--- config.mk ---
export PLATFORM = sky130hd
export DESIGN_NAME = imm_ext_stage
export DESIGN_NICKNAME = d
export VERILOG_FILES = /design/src/rtl/imm_ext_stage_pkg.sv /design/src/rtl/imm_ext_stage_decode.sv /design/src/rtl/imm_ext_stage.sv
export SDC_FILE = /design/constraint.sdc
export NUM_CORES = 1
export LEC_CHECK = 0
export CORE_MARGIN = 5
export CORE_UTILIZATION = 43
export CTS_CLUSTER_DIAMETER = 80
export DETAILED_ROUTE_END_ITERATION = 10
export PLACE_DENSITY = 0.77
export SLEW_MARGIN = 10
export SYNTH_ARGS = -nofsm -noshare
export SYNTH_HDL_FRONTEND = slang
export SYNTH_SLANG_ARGS = --single-unit
--- constraint.sdc ---
create_clock -name clk -period 1.7 [get_ports clk]
set_input_delay 0.17 -clock clk [delete_from_list [all_inputs] [get_ports clk]]
set_output_delay 0.17 -clock clk [all_outputs]
set_load 0.05 [all_outputs]
--- src/rtl/imm_ext_stage_pkg.sv ---
// Shared decode definitions: instruction type, major opcodes and immediate format codes.
package imm_ext_stage_pkg;

    typedef logic [31:0] inst_t;

    localparam logic [6:0] LOAD      = 7'b0000011;
    localparam logic [6:0] MISC_MEM  = 7'b0001111;
    localparam logic [6:0] OP_IMM    = 7'b0010011;
    localparam logic [6:0] AUIPC     = 7'b0010111;
    localparam logic [6:0] OP_IMM_32 = 7'b0011011;
    localparam logic [6:0] STORE     = 7'b0100011;
    localparam logic [6:0] OP        = 7'b0110011;
    localparam logic [6:0] LUI       = 7'b0110111;
    localparam logic [6:0] OP_32     = 7'b0111011;
    localparam logic [6:0] BRANCH    = 7'b1100011;
    localparam logic [6:0] JALR      = 7'b1100111;
    localparam logic [6:0] JAL       = 7'b1101111;
    localparam logic [6:0] SYSTEM    = 7'b1110011;

    // Value 7 is reserved.
    typedef enum logic [2:0] {
        FMT_R = 3'd0,
        FMT_I = 3'd1,
        FMT_S = 3'd2,
        FMT_B = 3'd3,
        FMT_U = 3'd4,
        FMT_J = 3'd5,
        FMT_Z = 3'd6
    } imm_fmt_e;

endpackage

--- src/rtl/imm_ext_stage_decode.sv ---
// Combinational immediate-format classifier and sign/zero extender.
// IMM_EXT_ILLEGAL_EN adds an illegal-instruction flag that forces imm=0, fmt=R.
module imm_ext_decode
    import imm_ext_stage_pkg::*;
#(
    parameter int XLEN = 64
) (
    input  inst_t            inst_i,
    output logic [XLEN-1:0]  imm_o,
`ifdef IMM_EXT_ILLEGAL_EN
    output logic             illegal_o,
`endif
    output imm_fmt_e         fmt_o
);

    logic [6:0]      opc;
    logic [31:0]     imm32;
    logic [XLEN-1:0] imm_full;
    imm_fmt_e        fmt;

    assign opc = inst_i[6:0];

    // Every format is first built sign-extended to 32 bits, then widened once.
    always_comb begin
        fmt   = FMT_I;
        imm32 = {{20{inst_i[31]}}, inst_i[31:20]};
        case (opc)
            OP, OP_32: begin
                fmt   = FMT_R;
                imm32 = '0;
            end
            SYSTEM: begin
                if (inst_i[14]) begin
                    fmt   = FMT_Z;
                    imm32 = {27'b0, inst_i[19:15]};
                end else begin
                    fmt   = FMT_R;
                    imm32 = '0;
                end
            end
            JAL: begin
                fmt   = FMT_J;
                imm32 = {{12{inst_i[31]}}, inst_i[19:12], inst_i[20], inst_i[30:21], 1'b0};
            end
            STORE: begin
                fmt   = FMT_S;
                imm32 = {{20{inst_i[31]}}, inst_i[31:25], inst_i[11:7]};
            end
            BRANCH: begin
                fmt   = FMT_B;
                imm32 = {{20{inst_i[31]}}, inst_i[7], inst_i[30:25], inst_i[11:8], 1'b0};
            end
            LUI, AUIPC: begin
                fmt   = FMT_U;
                imm32 = {inst_i[31:12], 12'b0};
            end
            default: ;
        endcase
    end

    if (XLEN > 32) begin : g_ext
        assign imm_full = {{(XLEN-32){imm32[31]}}, imm32};
    end else begin : g_noext
        assign imm_full = imm32;
    end

`ifdef IMM_EXT_ILLEGAL_EN
    logic known;
    assign known = opc inside {LOAD, MISC_MEM, OP_IMM, AUIPC, OP_IMM_32, STORE,
                               OP, LUI, OP_32, BRANCH, JALR, JAL, SYSTEM};
    assign illegal_o = (inst_i[1:0] != 2'b11) || !known ||
                       ((opc == OP_32 || opc == OP_IMM_32) && XLEN == 32);
    assign imm_o = illegal_o ? '0 : imm_full;
    assign fmt_o = illegal_o ? FMT_R : fmt;
`else
    assign imm_o = imm_full;
    assign fmt_o = fmt;
`endif

endmodule

--- src/rtl/imm_ext_stage.sv ---
// Registered valid/ready immediate-extraction stage: output register plus one skid entry.
// IMM_EXT_ILLEGAL_EN adds the out_illegal port carried with each entry.
module imm_ext_stage
    import imm_ext_stage_pkg::*;
#(
    parameter int XLEN  = 64,
    parameter int TAG_W = 8
) (
    input  logic             clk,
    input  logic             rst,
    input  logic             flush,
    input  logic             in_valid,
    output logic             in_ready,
    input  logic [31:0]      in_inst,
    input  logic [TAG_W-1:0] in_tag,
    output logic             out_valid,
    input  logic             out_ready,
    output logic [XLEN-1:0]  out_imm,
    output logic [2:0]       out_fmt,
`ifdef IMM_EXT_ILLEGAL_EN
    output logic             out_illegal,
`endif
    output logic [TAG_W-1:0] out_tag
);

    logic [XLEN-1:0]  dec_imm;
    imm_fmt_e         dec_fmt;

    logic             or_vld_q, or_vld_d, sk_vld_q, sk_vld_d;
    logic [XLEN-1:0]  or_imm_q, or_imm_d, sk_imm_q, sk_imm_d;
    imm_fmt_e         or_fmt_q, or_fmt_d, sk_fmt_q, sk_fmt_d;
    logic [TAG_W-1:0] or_tag_q, or_tag_d, sk_tag_q, sk_tag_d;
`ifdef IMM_EXT_ILLEGAL_EN
    logic             dec_ill;
    logic             or_ill_q, or_ill_d, sk_ill_q, sk_ill_d;
`endif
    logic             accept;

    imm_ext_decode #(.XLEN(XLEN)) u_dec (
        .inst_i    (in_inst),
        .imm_o     (dec_imm),
`ifdef IMM_EXT_ILLEGAL_EN
        .illegal_o (dec_ill),
`endif
        .fmt_o     (dec_fmt)
    );

    // Ready depends only on the skid flop (and reset), never on out_ready.
    assign in_ready = !sk_vld_q && !rst;
    assign accept   = in_valid && in_ready;

    always_comb begin
        or_vld_d = or_vld_q;
        or_imm_d = or_imm_q;
        or_fmt_d = or_fmt_q;
        or_tag_d = or_tag_q;
        sk_vld_d = sk_vld_q;
        sk_imm_d = sk_imm_q;
        sk_fmt_d = sk_fmt_q;
        sk_tag_d = sk_tag_q;
`ifdef IMM_EXT_ILLEGAL_EN
        or_ill_d = or_ill_q;
        sk_ill_d = sk_ill_q;
`endif
        if (flush) begin
            or_vld_d = 1'b0;
            sk_vld_d = 1'b0;
        end else if (!or_vld_q || out_ready) begin
            // A held skid entry implies in_ready=0, so no accept competes with it.
            if (sk_vld_q) begin
                or_vld_d = 1'b1;
                or_imm_d = sk_imm_q;
                or_fmt_d = sk_fmt_q;
                or_tag_d = sk_tag_q;
`ifdef IMM_EXT_ILLEGAL_EN
                or_ill_d = sk_ill_q;
`endif
                sk_vld_d = 1'b0;
            end else begin
                or_vld_d = accept;
                if (accept) begin
                    or_imm_d = dec_imm;
                    or_fmt_d = dec_fmt;
                    or_tag_d = in_tag;
`ifdef IMM_EXT_ILLEGAL_EN
                    or_ill_d = dec_ill;
`endif
                end
            end
        end else if (accept) begin
            sk_vld_d = 1'b1;
            sk_imm_d = dec_imm;
            sk_fmt_d = dec_fmt;
            sk_tag_d = in_tag;
`ifdef IMM_EXT_ILLEGAL_EN
            sk_ill_d = dec_ill;
`endif
        end
    end

    always_ff @(posedge clk) begin
        if (rst) begin
            or_vld_q <= 1'b0;
            or_imm_q <= '0;
            or_fmt_q <= FMT_R;
            or_tag_q <= '0;
            sk_vld_q <= 1'b0;
            sk_imm_q <= '0;
            sk_fmt_q <= FMT_R;
            sk_tag_q <= '0;
`ifdef IMM_EXT_ILLEGAL_EN
            or_ill_q <= 1'b0;
            sk_ill_q <= 1'b0;
`endif
        end else begin
            or_vld_q <= or_vld_d;
            or_imm_q <= or_imm_d;
            or_fmt_q <= or_fmt_d;
            or_tag_q <= or_tag_d;
            sk_vld_q <= sk_vld_d;
            sk_imm_q <= sk_imm_d;
            sk_fmt_q <= sk_fmt_d;
            sk_tag_q <= sk_tag_d;
`ifdef IMM_EXT_ILLEGAL_EN
            or_ill_q <= or_ill_d;
            sk_ill_q <= sk_ill_d;
`endif
        end
    end

    assign out_valid = or_vld_q;
    assign out_imm   = or_imm_q;
    assign out_fmt   = or_fmt_q;
    assign out_tag   = or_tag_q;
`ifdef IMM_EXT_ILLEGAL_EN
    assign out_illegal = or_ill_q;
`endif

endmodule

== Yosys cells after proc, flatten, opt, wreduce, memory -nomap -nowiden ==
Index checks and enable logic that the tools add are counted.
Operators by class
  equal/unequal tests: 8
  muxes and demuxes: 11
  bitwise operators: 2
  reduce and logical (&&, ||, !) cells: 13
Operators by type and width (number)
  32-bit case mux with 6 select lines: 1
  64-bit two-way mux: 2
  7-bit by 6-bit == test with 1-bit output (second input constant): 4
  7-bit == test (second input constant): 3
  3-bit case mux with 6 select lines: 1
  8-bit two-way mux: 2
  3-bit two-way mux: 3
  7-bit by 5-bit == test with 1-bit output (second input constant): 1
  3-bit AND reduction: 2
  2-bit OR reduction: 3
  5-bit two-way mux: 1
  1-bit zero test: 3
  3-bit OR reduction: 1
  1-bit logical AND: 2
  1-bit NOT: 2
  2-bit nonzero test: 1
  1-bit logical OR: 1
  1-bit two-way mux: 1
Storage, ports and cells
  register bits: 120
  input port bits: 45
  output and inout bits: 77
  word-level logic and storage cells: 42

== Longest topological paths before layout ==
Gate-level depths: netlist of run 1.
  depth in word-level cells: 5
  mapped depth: 7
  gate-level depth less buffers: 5

== By module ==
Synthesis of run 1 repeated with hierarchy kept, for this count alone.
Unflattened totals
  cell total of the unflattened synthesis: 880
  area, all modules: 7771.2 um^2
By module, submodules not included
  imm_ext_stage: instances 1, cells each 763, area each 6965.4 um^2, seq. area each 3042.9 um^2
  imm_ext_decode: instances 1, cells each 117, area each 805.8 um^2, seq. area each 0.0 um^2

== Least setup slack after synthesis of run 1 ==
No wires, ideal clock.
  path kind: reg2reg
  start: reg or_vld_q, in the netlist out_valid
  end: reg sk_imm_q[10]
  library setup time: 0.070 ns
  arrival time: 1.793 ns
  required time: 1.630 ns
  setup slack: -0.164 ns
  cell stages (with the launch flop): 7
  path buffers: 2
  period minus slack after synthesis: 1.864 ns
  path through: dfxtp_1 > nor2b_1 > and3_1 > clkbuf_1 > clkbuf_1 > nand3_1 > a21oi_1
On the way
  cells in the longest elaborated chain, start to end: 4
Ends and longest elaborated chain
  start, declared: line imm_ext_stage.sv:29  | logic or_vld_q, or_vld_d, sk_vld_q, sk_vld_d;
  start signal, assigned: line imm_ext_stage.sv:116  | or_vld_q <= or_vld_d;
  1-bit zero test: line imm_ext_stage.sv:68  | end else if (!or_vld_q || out_ready) begin
  1-bit logical OR: line imm_ext_stage.sv:68
  1-bit NOT (no line)
  3-bit AND reduction (no line)
  end signal, assigned: line imm_ext_stage.sv:121  | sk_imm_q <= sk_imm_d;
  end, declared: line imm_ext_stage.sv:30  | logic [XLEN-1:0] or_imm_q, or_imm_d, sk_imm_q, sk_imm_d;
No other way between the ends.
A chain may end at the register's enable or synchronous reset.

== Worst setup path in the final report of run 1 ==
  start: in in_inst[5]
  end: reg or_imm_q[3], in the netlist out_imm[3]
On the way
  cells in the longest elaborated chain, start to end: 5
  elaborated cells on any way between the ends: 13
  classes of those cells: eq/ne (8); mux (3); reduce/logical (2)
Ends and longest elaborated chain
  start, declared: line imm_ext_stage.sv:14  | input logic [31:0] in_inst,
  7-bit by 6-bit == test with 1-bit output or 7-bit by 5-bit == test with 1-bit output (tied branches): line imm_ext_stage_decode.sv:27  | case (opc)
  2-bit OR reduction: line imm_ext_stage_decode.sv:27
  32-bit case mux with 6 select lines (*): line imm_ext_stage_decode.sv:27
  64-bit two-way mux (*): line imm_ext_stage.sv:81  | if (accept) begin
  64-bit two-way mux (*): line imm_ext_stage.sv:70  | if (sk_vld_q) begin
  end signal, assigned: line imm_ext_stage.sv:117  | or_imm_q <= or_imm_d;
  end, declared: line imm_ext_stage.sv:30
Mark *: on every way between the ends. The rest lies on a longest branch, timed or not. The select of a mux whose other input is x is not followed.

==> flow_summary_export.csv, run 1 <==
group,metric,value,unit
pwr,switchingPower,1410,uW
timing,setup_violations,0,
worst_hold_path,hp-start,"rst",
pwr,seqPwrFrac,47.7,%
critical_path,crit_path_start_kind,"input port",
synth,syn_inst,499,
synth,yosys.cell_types.count,42,
clocking,cts_buffers,9,
route,viasPerCell,5.555,
timing,tightest_slew,0.5601,ns
layout,final_core_util,64.83,%
synth,avgSynthCellArea,8.320,um2
floorplanning,die_w,108.3,um
placement,io_buffer_count,121,
global_route,grt_max_degree,46,
layout,drive_gt1_share,23.82,%
timing,slew_headroom,62.66,%
clocking,htreeDepth,3,
global_route,grt_pass1_vias,4107,
synth,synthArstFlopShare,0,%
job,cap_violations,0,
pwr,p_clk_share,27.3,%
layout,n_antenna_cell,0,
floorplanning,die_h,108.3,um
timing,skew,0.01095,ns
floorplanning,start_util,44.51,%
route,routed_wl,12710,um
synth,synthSimpleGateAreaFrac,16.12,%
status,status,"finished, final reports clean",
worst_hold_path,hp-class,"in2reg",
critical_path,cp.required,1.92,ns
synth,muxShareOfSynthArea,2.170,%
critical_path,startpoint,"in_inst[5]",
worst_hold_path,hold_depth,3,
global_route,grt_remaining_overflow,0,
pwr,p_comb_share,25.0,%
route,drcViolationCount,0,
pwr,max-vdd-ir-drop,0.4457,mV
critical_path,path_max_fanout,7,
critical_path,reg2reg_depth,6,
critical_path,path_cells,"clkdlybuf4s50_1 > or2b_4 > a211oi_4 > o22ai_4 > a222oi_1 > o22ai_1",
floorplanning,pin_count,122,
synth,synth_top_area_cell,"dfxtp_1",
route,wl_per_cell,17.04,um
synth,synth_top_family_by_area,"compound AO/OA/AOI/OAI gates",
timing,period_share,95.53,%
timing,rsz0062_at_grt,"false",
clocking,clock_latency,0.36,ns
synth,synthXorXnorAreaFrac,0,%
synth,synth_fa_ha_area_share,0,%
synth,synth_edf_count,0,
timing,hold_slack,0.1725,ns
critical_path,crit_path_end_kind,"flop",
critical_path,critPathKind,"in2reg",
synth,synth-seq-cells,88,
route,drt-pass1-iter-count,5,
synth,synth.cell_area,4151,um2
route,dr.first_iter.drc_count,301,
synth,synthTopCellsByArea,"dfxtp_1 (42%), a21oi_1 (9.4%), buf_4 (6.1%)",
critical_path,rr_startpoint,"out_valid",
synth,synth_top_area_share,42.44,%
clocking,cts-root-buf,"clkbuf_8",
critical_path,critPathSlowestCell,"clkdlybuf4s50_1",
floorplanning,dieArea,11720,um2
pwr,leakage,0.002588,uW
synth,synth_compound_area_share,28.75,%
timing,period_minus_slack,1.624,ns
clocking,ctsHoldBuffers,0,
floorplanning,row_count,35,
timing,max_freq,615.8,MHz
clocking,clockBufferDepth,2,
critical_path,cpPeakStageDelay,0.47,ns
layout,syn2layout_area_growth,45.66,%
route,vias,4144,
global_route,antenna_found_initial,0,
clocking,clock_sinks,88,
route,ant_nets,0,
synth,synth_nets,544,
synth,ys.flop_type,"dfxtp_1",
synth,seq_area_frac_synth,42.44,%
placement,dp_hpwl,9213,um
global_route,grt_use_total,21.51,%
critical_path,crit_arrival,1.85,ns
floorplanning,coreArea,9328,um2
layout,finalNetCount,658,
pwr,swShare,31.22,%
pwr,p_int,3107,uW
synth,ys_warn_count,0,
global_route,grt_first_pass_wirelength,20280,um
clocking,clk_pin_slew_worst_paths,0.08,ns
clocking,cts_tree,"done",
pwr,p_per_area,747.0,nW/um2
timing,slew_violations,0,
timing,hold_viol,0,
placement,gp_congestion,0.9633,
## sequential cells by signal, indices dropped and copies added (netlist names)
signal and cells:
out_fmt 3, sk_imm_q 32, sk_fmt_q 3, out_valid 1, out_tag 8, out_imm 32
sk_tag_q 8, sk_vld_q 1
## cell usage after synthesis, types with 2 or more instances
cell type,n
a211oi_1,18
a21oi_1,78
a221oi_1,6
a221oi_2,10
a222oi_1,4
and3_1,15
buf_1,2
buf_2,10
buf_4,34
clkbuf_1,27
dfxtp_1,88
inv_1,6
mux2i_1,9
nand2_1,58
nand2b_1,6
nand3_1,18
nor2_1,25
nor2b_1,3
nor3_1,5
o21ai_0,41
o22ai_1,13
o311ai_0,2
or3_1,2
## per-layer routing
metal	share of wire (%)	global-route usage, %
met1	38	26.19
met2	51	37.26
met3	8.7	4.657
met4	2.0	7.935
met5	0	0
## timing repair
item / CTS / global route
resized for setup: 5 / 21
pin swaps: 0 / 6
buffers inserted: 0 / 2
cloned: 0 / 0
setup endpoints to repair: 7 / 43
## cell type report
type / count / area (um2)
well taps: 129 / 161.4
repair buffers: 176 / 1973
clock inverters: 3 / 20.02
flip-flops and latches: 88 / 1763
clock buffers: 12 / 135.1
fillers: 764 / 3281
multi-input cells: 332 / 1972
inverters: 6 / 22.52
## power groups by stage
| stage | combinational [uW] | clock, uW | sequential (uW) |
|---|---|---|---|
| finish | 1130 | 1230 | 2160 |
| global placement | 1110 | 0 | 2200 |
| floorplan | 441 | 0 | 2390 |
| detailed placement | 1130 | 0 | 2200 |
| global route | 1180 | 1350 | 2160 |
| CTS | 1130 | 1270 | 2160 |
## critical path, delay by kind of cell
family | cells | cell delay [ns]
AND/OR/NAND/NOR | 1 | 0.29
buffers and inverters | 1 | 0.47
AO/OA/AOI/OAI | 4 | 0.92
## placed cells by master, fill, tap and decap left out, drive strengths merged, types with 2 or more instances in the layout
cell / n
o21ai: 41
a222oi: 4
nor3: 5
nand3: 18
buf: 113
a21oi: 79
o311ai: 2
dlymetal6s2s: 19
mux2i: 9
inv: 6
dlygate4sd2: 4
clkinvlp: 2
or3: 2
a211oi: 20
nor2b: 3
nand2: 58
and3: 15
nand2b: 6
dfxtp: 88
clkdlybuf4s50: 40
o22ai: 14
a221oi: 16
clkbuf: 12
nor2: 26
## cell families after synthesis
logic type	after synthesis
AND/OR/NAND/NOR	141
AO/OA/AOI/OAI	182
multiplexers	9
flip-flops	88
buffers and inverters	79
## stage by stage
stage	setup WS (ns)	setup TNS, ns	area [um2]	cells	total power (uW)
2_1_floorplan	0.002740	0	4153	499	2834
3_3_place_gp	-0.3721	-13.91	5819	729	3312
3_5_place_dp	-0.4277	-18.94	5819	729	3330
4_1_cts	-0.02830	-0.02830	5977	744	4549
5_1_grt	0.002885	0	6047	746	4693
6_report	0.07604	0	6047	746	4517
## path summary, 6_finish.rpt
kind	endpoint	slack [ns]
max	out_imm[3]	0.08
min	out_valid	0.17
max reg2reg	out_imm[30]	0.13
min reg2reg	sk_imm_q[7]	0.46
No activity file was read; power rests on OpenSTA's default activity.
==> inputs of run 2 (changes only) <==
--- a/config.mk
+++ b/config.mk
@@ -6,11 +6,12 @@
 export NUM_CORES = 1
 export LEC_CHECK = 0
 export CORE_MARGIN = 5
-export CORE_UTILIZATION = 43
+export CORE_UTILIZATION = 50
 export CTS_CLUSTER_DIAMETER = 80
 export DETAILED_ROUTE_END_ITERATION = 10
-export PLACE_DENSITY = 0.77
+export PLACE_DENSITY = 0.78
 export SLEW_MARGIN = 10
 export SYNTH_ARGS = -nofsm -noshare
 export SYNTH_HDL_FRONTEND = slang
+export SYNTH_HIERARCHICAL = 1
 export SYNTH_SLANG_ARGS = --single-unit
==> run 2 against run 1 <==
Clock power rose to 3.3 times the previous value. Sequential cell count up 64. Critical path depth up 2. Via count increased by 54%. Routed wire length increased by 50%.
==> flow_summary_export.csv, run 2 <==
group,metric,value,unit
pwr,swShare,24.80,%
layout,n_antenna_cell,0,
layout,syn2layout_area_growth,24.83,%
synth,synthArstFlopShare,0,%
timing,setup_violations,0,
timing,slew_violations,0,
timing,period_minus_slack,1.624,ns
route,wl_per_cell,16.44,um
floorplanning,coreArea,15200,um2
pwr,leakage,0.003882,uW
route,drcViolationCount,0,
synth,synth_nets,925,
synth,synthTopCellsByArea,"dfxtp_1 (39%), mux2_2 (11%), mux2i_1 (9.8%)",
critical_path,crit_path_end_kind,"flop",
synth,seq_area_frac_synth,39.16,%
placement,placed_cell_area,9050,um2
layout,final_cells,1161,
timing,setup_tns,0,ns
synth,syn_inst,880,
pwr,seqPwrFrac,41.5,%
synth,ys_warn_count,6,
critical_path,critPathKind,"in2reg",
global_route,grt_first_pass_wirelength,31320,um
placement,dp_hpwl,11690,um
floorplanning,row_count,45,
layout,fill_cells,1272,
global_route,grt_max_degree,136,
pwr,max-vdd-ir-drop,0.7155,mV
worst_hold_path,hp-class,"in2reg",
layout,mostFrequentLayoutCells,"dfxtp_1 (150), nor2_1 (81), nor2b_1 (77), mux2i_1 (76)",
clocking,clock_latency,0.43,ns
synth,ys.flop_type,"dfxtp_1",
critical_path,crit_path_start_kind,"input port",
floorplanning,start_util,51.12,%
global_route,grt_use_total,21.15,%
layout,fin_area,9701,um2
route,dr.first_iter.drc_count,540,
placement,placedCellCount,1126,
timing,skew,0.008723,ns
route,routed_wl,19090,um
layout,final_common_cell,"dfxtp_1",
layout,drive_gt1_share,22.10,%
synth,synth-seq-cells,152,
clocking,clock_sinks,152,
clocking,htreeDepth,4,
pwr,p_clk_share,45.8,%
route,drt-pass1-iter-count,5,
route,vias,6388,
pwr,total_power,8831,uW
critical_path,cpPeakStageDelay,0.56,ns
pwr,switchingPower,2190,uW
timing,rsz0062_at_grt,"false",
critical_path,path_max_fanout,8,
floorplanning,die_w,134.7,um
floorplanning,dieArea,18140,um2
synth,synth_edf_count,0,
route,ant_nets,0,
synth,synth_top_area_cell,"dfxtp_1",
critical_path,crit_arrival,1.99,ns
floorplanning,pin_count,122,
synth,synth.most_common_cell,"dfxtp_1",
placement,gp_congestion,0.9324,
floorplanning,die_h,134.7,um
status,status,"finished, final reports clean",
global_route,antenna_found_initial,0,
global_route,grt_remaining_overflow,0,
synth,synth_top_area_share,39.16,%
clocking,clockBufferDepth,2,
layout,finalNetCount,1005,
clocking,cts-root-buf,"clkbuf_16",
synth,synth.cell_area,7771,um2
pwr,p_comb_share,12.6,%
critical_path,cp.required,2.07,ns
global_route,grt_pass1_vias,6069,
job,cap_violations,0,
critical_path,path_cells,"clkdlybuf4s50_1 > inv_1 > or4b_1 > o41a_4 > nand2_1 > mux2i_1 > nor2_1 > mux2_2",
timing,slew_headroom,52.25,%
timing,hold_viol,0,
clocking,cts_tree,"done",
clocking,cts_buffers,17,
route,viasPerCell,5.502,
timing,tightest_slew,0.7163,ns
critical_path,rrSetupSlack,0.16,ns
pwr,p_per_area,910.3,nW/um2
clocking,ctsHoldBuffers,0,
timing,period_share,95.55,%
clocking,clk_pin_slew_worst_paths,0.06,ns
critical_path,critPathSlowestCell,"or4b_1",
timing,max_freq,615.6,MHz
synth,synth_commonest_cells,"dfxtp_1 (152), nor2_1 (82), nor2b_1 (78)",
clocking,post_cts_buffers,0,
synth,yosys.cell_types.count,41,
placement,io_buffer_count,121,
synth,avgSynthCellArea,8.831,um2
pwr,p_int,6641,uW
==> run 2: changes by cell type after synthesis, sizes merged, moves of 44 or more <==
cell	before	now
mux2	0	75
nor2b	3	78
mux2i	9	76
dfxtp	88	152
nand3	18	77
nor2	26	82
nand2	58	14
==> run 2: cells by family (layout without fill, tap and decap cells) <==
kind of cell           count (synthesis)  in the layout  share of synthesized area (%)
AOI/OAI and AO/OA                    184            187                          13.04
buffers and inverters                115            205                          8.501
muxes                                151            151                          20.66
DFF                                  152            152                          39.16
and+or+nand+nor                      278            278                          18.64
==> run 2: layout make-up <==
type | instances | area [um2] | share of cell area [%]
well taps | 188 | 235.2 | 2.425
clock buffers | 21 | 470.5 | 4.850
multi-input cells | 616 | 4193 | 43.22
flip-flops and latches | 152 | 3048 | 31.42
clock inverters | 11 | 168.9 | 1.741
inverters | 2 | 7.507 | 0.07739
repair buffers | 171 | 1578 | 16.26
==> run 2: repair_timing <==
| action | 4_1_cts | 5_1_grt |
|---|---|---|
| gates cloned | 3 | 0 |
| endpoints found under the setup margin | 142 | 42 |
| endpoints found under the hold margin | 0 | 0 |
| pin swaps | 7 | 4 |
| gates resized for setup | 63 | 8 |
==> run 2: power groups by stage <==
stage | clock, uW | sequential (uW) | combinational (uW)
finish | 4050 | 3670 | 1110
global route | 4260 | 3680 | 1190
CTS | 4120 | 3670 | 1120
detailed placement | 0 | 3750 | 1120
global placement | 0 | 3750 | 1110
floorplan | 0 | 3970 | 569
==> run 2: final timing paths <==
path | endpoint | cells after the start | from
worst min register to register | sk_imm_q[39] | 2 | sk_imm_q[39]
worst max-delay path | out_imm[19] | 8 | in_inst[31]
worst max register to register | sk_imm_q[24] | 4 | out_valid
worst min-delay path | sk_tag_q[2] | 3 | rst
==> run 2: routing by layer <==
layer  track usage [%]  vias to the layer above  routed length (um)  share of wire [%]
li1                  -                     3187                   -                  -
met1             29.85                     3034                9140                 48
met2             32.38                      152                8740                 46
met3             4.471                       15                 952                5.0
met4             6.731                        0                 254                1.3
met5                 0                        -                   0                  0
==> run 2: metrics by stage <==
stage	hold WS [ns]	util (%)	setup WS, ns
floorplan	0.2410	-	-0.09529
global placement	0.4595	59.53	-0.6557
detailed placement	0.4660	59.53	-0.6715
CTS	0.1837	63.83	0.04088
global route	0.2066	63.81	0.01035
finish	0.2002	63.81	0.07557
==> run 2: critical path: cells and delay by family <==
family	cells	cell delay, ns
and+or+nand+nor	3	0.82
buffers and inverters	2	0.57
muxes	2	0.26
AOI/OAI and AO/OA	1	0.17
